[src/rtl/scp_loader.sv]
// scp_loader: streams host bytes into SCP memory via the edit port, holding the CPU in reset meanwhile.
// Optional feature macro LOADER_CHECKSUM_EN adds a trailing checksum byte and the CHECK state.
`default_nettype none

module scp_loader (
  input  logic       CLK,
  input  logic       AR,
  input  logic       LOAD_REQ,
  input  logic [7:0] BYTE_IN,
  input  logic       BYTE_VLD,
  output logic       BYTE_RDY,
  output logic [7:0] MEM_ADDR,
  output logic [7:0] MEM_DATA,
  output logic       MEM_EDIT,
  output logic       CPU_RST,
  output logic       DONE,
  output logic       ERR
);

  typedef enum logic [3:0] {
    S_IDLE   = 4'd0,
    S_ADDR   = 4'd1,
    S_LEN    = 4'd2,
    S_DATA   = 4'd3,
    S_SETUP  = 4'd4,
    S_STROBE = 4'd5,
`ifdef LOADER_CHECKSUM_EN
    S_CHECK  = 4'd6,
`endif
    S_DONE   = 4'd7,
    S_FAIL   = 4'd8
  } state_t;

  state_t     state;
  state_t     state_nxt;
  logic       take;
  logic [7:0] ptr;
  logic [8:0] cnt;
  logic       load_req_q;
`ifdef LOADER_CHECKSUM_EN
  logic [7:0] sum;
`endif

  always_ff @(posedge CLK or posedge AR) begin
    if (AR) begin
      state <= S_IDLE;
    end else begin
      state <= state_nxt;
    end
  end

  always_comb begin
    state_nxt = state;
    take      = 1'b0;
    case (state)
      S_IDLE: begin
        if (LOAD_REQ) state_nxt = S_ADDR;
      end
      S_ADDR: begin
        if (!LOAD_REQ) begin
          state_nxt = S_FAIL;
        end else if (BYTE_VLD) begin
          take      = 1'b1;
          state_nxt = S_LEN;
        end
      end
      S_LEN: begin
        if (!LOAD_REQ) begin
          state_nxt = S_FAIL;
        end else if (BYTE_VLD) begin
          take      = 1'b1;
          state_nxt = S_DATA;
        end
      end
      S_DATA: begin
        if (!LOAD_REQ) begin
          state_nxt = S_FAIL;
        end else if (BYTE_VLD) begin
          take      = 1'b1;
          state_nxt = S_SETUP;
        end
      end
      S_SETUP: begin
        state_nxt = LOAD_REQ ? S_STROBE : S_FAIL;
      end
      S_STROBE: begin
        if (!LOAD_REQ) begin
          state_nxt = S_FAIL;
        end else if (cnt == 9'd1) begin
`ifdef LOADER_CHECKSUM_EN
          state_nxt = S_CHECK;
`else
          state_nxt = S_DONE;
`endif
        end else begin
          state_nxt = S_DATA;
        end
      end
`ifdef LOADER_CHECKSUM_EN
      S_CHECK: begin
        if (!LOAD_REQ) begin
          state_nxt = S_FAIL;
        end else if (BYTE_VLD) begin
          take      = 1'b1;
          state_nxt = (BYTE_IN == sum) ? S_DONE : S_FAIL;
        end
      end
`endif
      S_DONE: begin
        if (!LOAD_REQ) state_nxt = S_IDLE;
      end
      S_FAIL: begin
        // Restart only on a fresh request edge so a held request cannot retrigger.
        if (LOAD_REQ && !load_req_q) state_nxt = S_ADDR;
      end
      default: state_nxt = S_IDLE;
    endcase
  end

  always_comb begin
    BYTE_RDY = 1'b0;
    case (state)
      S_ADDR, S_LEN, S_DATA: BYTE_RDY = LOAD_REQ;
`ifdef LOADER_CHECKSUM_EN
      S_CHECK:               BYTE_RDY = LOAD_REQ;
`endif
      default:               BYTE_RDY = 1'b0;
    endcase
  end

  // Status outputs are registered from the next state so they change on the entering edge.
  always_ff @(posedge CLK or posedge AR) begin
    if (AR) begin
      MEM_EDIT   <= 1'b0;
      CPU_RST    <= 1'b0;
      DONE       <= 1'b0;
      ERR        <= 1'b0;
      MEM_ADDR   <= 8'h00;
      MEM_DATA   <= 8'h00;
      ptr        <= 8'h00;
      cnt        <= 9'd0;
      load_req_q <= 1'b0;
    end else begin
      load_req_q <= LOAD_REQ;
      MEM_EDIT   <= (state_nxt == S_STROBE);
      CPU_RST    <= (state_nxt != S_IDLE);
      DONE       <= (state_nxt == S_DONE);
      ERR        <= (state_nxt == S_FAIL);
      if (take && (state == S_ADDR)) begin
        ptr <= BYTE_IN;
      end
      if (take && (state == S_LEN)) begin
        cnt <= (BYTE_IN == 8'h00) ? 9'd256 : {1'b0, BYTE_IN};
      end
      if (take && (state == S_DATA)) begin
        MEM_ADDR <= ptr;
        MEM_DATA <= BYTE_IN;
      end
      if (state == S_STROBE) begin
        ptr <= ptr + 8'd1;
        cnt <= cnt - 9'd1;
      end
    end
  end

`ifdef LOADER_CHECKSUM_EN
  always_ff @(posedge CLK or posedge AR) begin
    if (AR) begin
      sum <= 8'h00;
    end else if ((state_nxt == S_ADDR) && (state != S_ADDR)) begin
      sum <= 8'h00;
    end else if (take && (state == S_DATA)) begin
      sum <= sum + BYTE_IN;
    end
  end
`endif

endmodule

`default_nettype wire

[config.mk]
export PLATFORM = sky130hd
export DESIGN_NAME = scp_loader
export DESIGN_NICKNAME = d
export VERILOG_FILES = /design/src/rtl/scp_loader.sv
export SDC_FILE = /design/constraint.sdc
export NUM_CORES = 1
export LEC_CHECK = 0
export BUFFER_PORTS_ARGS = -buffer_cell sky130_fd_sc_hd__buf_2
export CORE_MARGIN = 1
export CORE_UTILIZATION = 56
export CTS_CLUSTER_SIZE = 14
export DETAILED_ROUTE_END_ITERATION = 8
export PLACE_DENSITY = 0.87
export SLEW_MARGIN = 20
export SYNTH_ARGS = -nofsm -noshare
export SYNTH_HDL_FRONTEND = slang
export SYNTH_SLANG_ARGS = --single-unit
[constraint.sdc]
create_clock -name CLK -period 2.44 [get_ports CLK]
set_input_delay 0.122 -clock CLK [delete_from_list [all_inputs] [get_ports CLK]]
set_output_delay 0.122 -clock CLK [all_outputs]
set_load 0.03 [all_outputs]
==> key figures <==
Setup path
  – Setup Crit Path Kind: reg2reg
  – Critical path startpoint category: flop
  – Worst-path maximum fanout: 16
  – Type of destination of the critical path: flop
  – Worst setup slack for register-to-register paths: 0.58 ns
  – Number of cells on the worst reg-to-reg path: 4
  – Worst Path Arrival: around 2.0 ns
  – R2R Path End: MEM_ADDR[0]$_DFFE_PP0P_
  – Required time worst endpoint: 2.62 ns
  – Launching point of the worst reg2reg path: state[2]$_DFF_PP0_

Clock tree
  – Worst-path clk slew: roughly 0.08 ns
  – Hold bufs inserted after CTS: 1
  – Clock root cell: sky130_fd_sc_hd__clkbuf_8
  – Maximum root-to-sink buffer count: 2
  – Clock insertion delay at the later pin of the skew report: ~0.30 ns
  – Post_cts resized: 0
  – Number of buffers inserted to repair setup after CTS: 0
  – Num CTS Buffers: 5
  – H-Tree Depth: 2
  – Total number of clock tree sinks: 42
  – Clock tree from TritonCTS: yes

Hold path
  – Count of cells along the worst hold path: 1
  – Launch instance of the worst min-delay path: LOAD_REQ
  – Endpoint with the worst hold slack: load_req_q$_DFF_PP0_
  – Path category of the worst min-delay check: in2reg

Floorplan
  – Placement row count: 22
  – Y dimension of the die: roughly 64 um
  – Top-level port count: 33
  – Area of the core region: 0.003689 mm^2
  – Initial Util: between 50% and 60%
  – Area enclosed by the die boundary: 0.004102 mm^2
  – X dimension of the die: between 60 and 70 um

Layout
  – Final-stage net count: ~250
  – Share of final-layout standard cells stronger than drive strength 1: a little under a third
  – Syn-to-layout area delta: 14.16%
  – Number of diodes: 0
  – Number of fill cells: 315

Placed design
  – Gpl congestion: about 0.87
  – Detailed Place HPWL: 3046 um
  – Number of buffers inserted by port buffering: 32

Synthesis
  – Syn avg cell area: 10.78 um^2
  – Count of cell types in the netlist: 53
  – Multiplexer area fraction after synthesis: 10.68%
  – Synth Area in Compound Gates: between 10% and 20%
  – Count of yosys warnings during synthesis: 0
  – Mapped Area: 0.002156 mm^2
  – Register area share after synthesis: about half
  – EDFF count, synth: 0
  – Combinational family with the most area after synthesis: simple AND/OR/NAND/NOR gates
  – Syn nets: between 200 and 250
  – Share of the synthesized netlist area taken by xor and xnor gates: 0.8125%
  – Flop and latch count out of synthesis: 42
  – Proportion of synthesized flip-flops having asynchronous set or reset: 100.0%
  – Syn Inst Count: 200
  – Synth Area in Adders: under 10%
  – Basic-gate share of the synthesized area counting and, or, nand and nor cells: between 20% and 30%
  – Most used flip-flop cell after synthesis: sky130_fd_sc_hd__dfrtp_1

Outcome
  – Outcome: finished, final reports clean

STA
  – Fin Setup TNS: 0 ns
  – Fin crit period: roughly 1.9 ns
  – Ratio of final minimum period to clock period: between 70% and 80%
  – RSZ-0062 raised after global routing: no
  – Clock skew after layout: about 0.012 ns
  – Relative slew margins: approximately 64%
  – Hold WS: between 0.015 and 0.02 ns
  – Total setup violations reported at the end of the flow: 0
  – Max Transition Viols Final: 0
  – Top achievable clock speed: approximately 0.54 GHz
  – Hold violation count in the final report: 0
  – Worst Max-Slew Pin Slew: 0.5310 ns

Global routing
  – Maximum number of pins on one net before global-route repair: 43
  – Vias in the first global route: between 1500 and 2000
  – Total global routing overflow: 0
  – Combined global-route utilization of all metal layers: 24.72%
  – Initial antenna violation count: 0
  – First-pass GRT wire length: around 7700 um

Pwr
  – Total power density per cell area: between 1000 and 1500 mW/mm^2
  – Lkg Pwr: approximately 1.2 nW
  – Peak supply drop: between 0.5 and 0.6 mV

Drt
  – Met3 wire len: between 150 and 200 um
  – Antenna-violating nets left: 0
  – Routed wl met2: between 2000 and 2500 um
  – Avg Vias per Cell: 6.129
  – Met1 wire length: 2075 um
  – Final routed wire length divided by cell count: ~16 um
  – Top layer in use: met4
  – DRC violation count after routing: 0
  – Length of the first detailed-routing pass in iterations: 4
  – Via count: between 1500 and 2000
  – Total wire length: about 4500 um
  – Initial detailed-routing violation count: between 150 and 200

Run
  – Max-capacitance violation count: 0
==> layout by cell type (no fill, tap or decap), types with 3 or more instances in the layout <==
cell	count
sky130_fd_sc_hd__ha_1	3
sky130_fd_sc_hd__mux2i_1	5
sky130_fd_sc_hd__clkbuf_8	6
sky130_fd_sc_hd__nor4_1	7
sky130_fd_sc_hd__nor2b_1	3
sky130_fd_sc_hd__mux2_2	16
sky130_fd_sc_hd__buf_2	32
sky130_fd_sc_hd__nor2_1	13
sky130_fd_sc_hd__o21ai_0	10
sky130_fd_sc_hd__a21oi_2	3
sky130_fd_sc_hd__nor3_1	5
sky130_fd_sc_hd__dfrtp_1	42
sky130_fd_sc_hd__o221a_1	3
sky130_fd_sc_hd__nand3_1	7
sky130_fd_sc_hd__buf_4	3
sky130_fd_sc_hd__a21oi_1	7
sky130_fd_sc_hd__nand2_1	14
sky130_fd_sc_hd__inv_1	6
==> logic make-up (layout without fill, tap and decap cells) <==
| family | Yosys count | after routing |
|---|---|---|
| and+or+nand+nor | 74 | 74 |
| xor gates and xnor gates | 2 | 2 |
| buffers and inverters | 17 | 49 |
| AOI/OAI and AO/OA | 41 | 41 |
| DFF | 42 | 42 |
| muxes | 21 | 21 |
| adders and majority gates | 3 | 3 |
==> worst max path at each step <==
stage	slack, ns	start	endpoint	cells after the start
2_1_floorplan	0.66	state[3]$_DFF_PP0_	cnt[7]$_DFFE_PP0P_	5
6_report	0.58	state[2]$_DFF_PP0_	MEM_ADDR[0]$_DFFE_PP0P_	4
5_1_grt	0.46	state[2]$_DFF_PP0_	MEM_DATA[2]$_DFFE_PP0P_	4
3_5_place_dp	0.58	state[2]$_DFF_PP0_	MEM_ADDR[7]$_DFFE_PP0P_	4
3_3_place_gp	0.66	state[3]$_DFF_PP0_	MEM_DATA[2]$_DFFE_PP0P_	4
4_1_cts	0.57	state[2]$_DFF_PP0_	MEM_ADDR[7]$_DFFE_PP0P_	4
==> synthesized netlist by cell type, drive strengths merged, types with 5 or more instances <==
library cell,count,area (um^2)
o21ai,10,50.05
nand3,7,35.03
mux2,16,180.2
nor3,7,51.30
clkbuf,5,18.77
buf,6,41.28
dfrtp,42,1051
nor2,13,48.80
nand2,15,58.81
a21oi,10,61.31
inv,6,22.52
nor4,7,43.79
o221a,5,56.30
mux2i,5,50.05
==> stage by stage <==
step	total power [mW]	instance area, um^2	utilization, %	instances	setup WS, ns
5_1_grt	2.893	2461	66.72	280	0.4559
2_1_floorplan	1.891	2156	-	200	0.6607
3_3_place_gp	2.121	2338	63.40	272	0.6645
4_1_cts	2.729	2461	66.72	280	0.5651
6_report	2.719	2461	66.72	280	0.5847
3_5_place_dp	2.161	2338	63.40	272	0.5830
==> report_power, final <==
group	internal, mW	switching, mW	leakage [nW]
logic	0.378	0.564	0.569
clock network	0.327	0.230	0.0573
registers	0.957	0.263	0.529
total	1.66	1.06	1.16
==> layer usage <==
metal  GRT usage, %  vias up
met5              0        -
met4          5.966        0
met3          5.893        5
met2          40.43       51
met1          33.10      852
li1               -      808
==> sequential cells by signal (all words and copies together), names as in the netlist <==
signal,cells
cnt,9
MEM_ADDR,8
MEM_DATA,8
ptr,8
state,4
CPU_RST,1
DONE,1
ERR,1
MEM_EDIT,1
load_req_q,1
==> critical path: stages (launching register included) <==
cell and delay [ns]:
sky130_fd_sc_hd__dfrtp_1 0.49, sky130_fd_sc_hd__or3b_4 0.47, sky130_fd_sc_hd__nor2_1 0.15, sky130_fd_sc_hd__nand2_2 0.26, sky130_fd_sc_hd__mux2_2 0.36
==> final cells by class <==
cell class              instances  area [um^2]  area share [%]
repair buffers                 36        192.7           7.829
multi-input cells             141         1022           41.54
well taps                      48        60.06           2.440
inverters                       6        22.52          0.9151
clock inverters                 1        30.03           1.220
clock buffers                   6        82.58           3.355
flip-flops and latches         42         1051           42.70
Power figures use the tool's default switching activity.
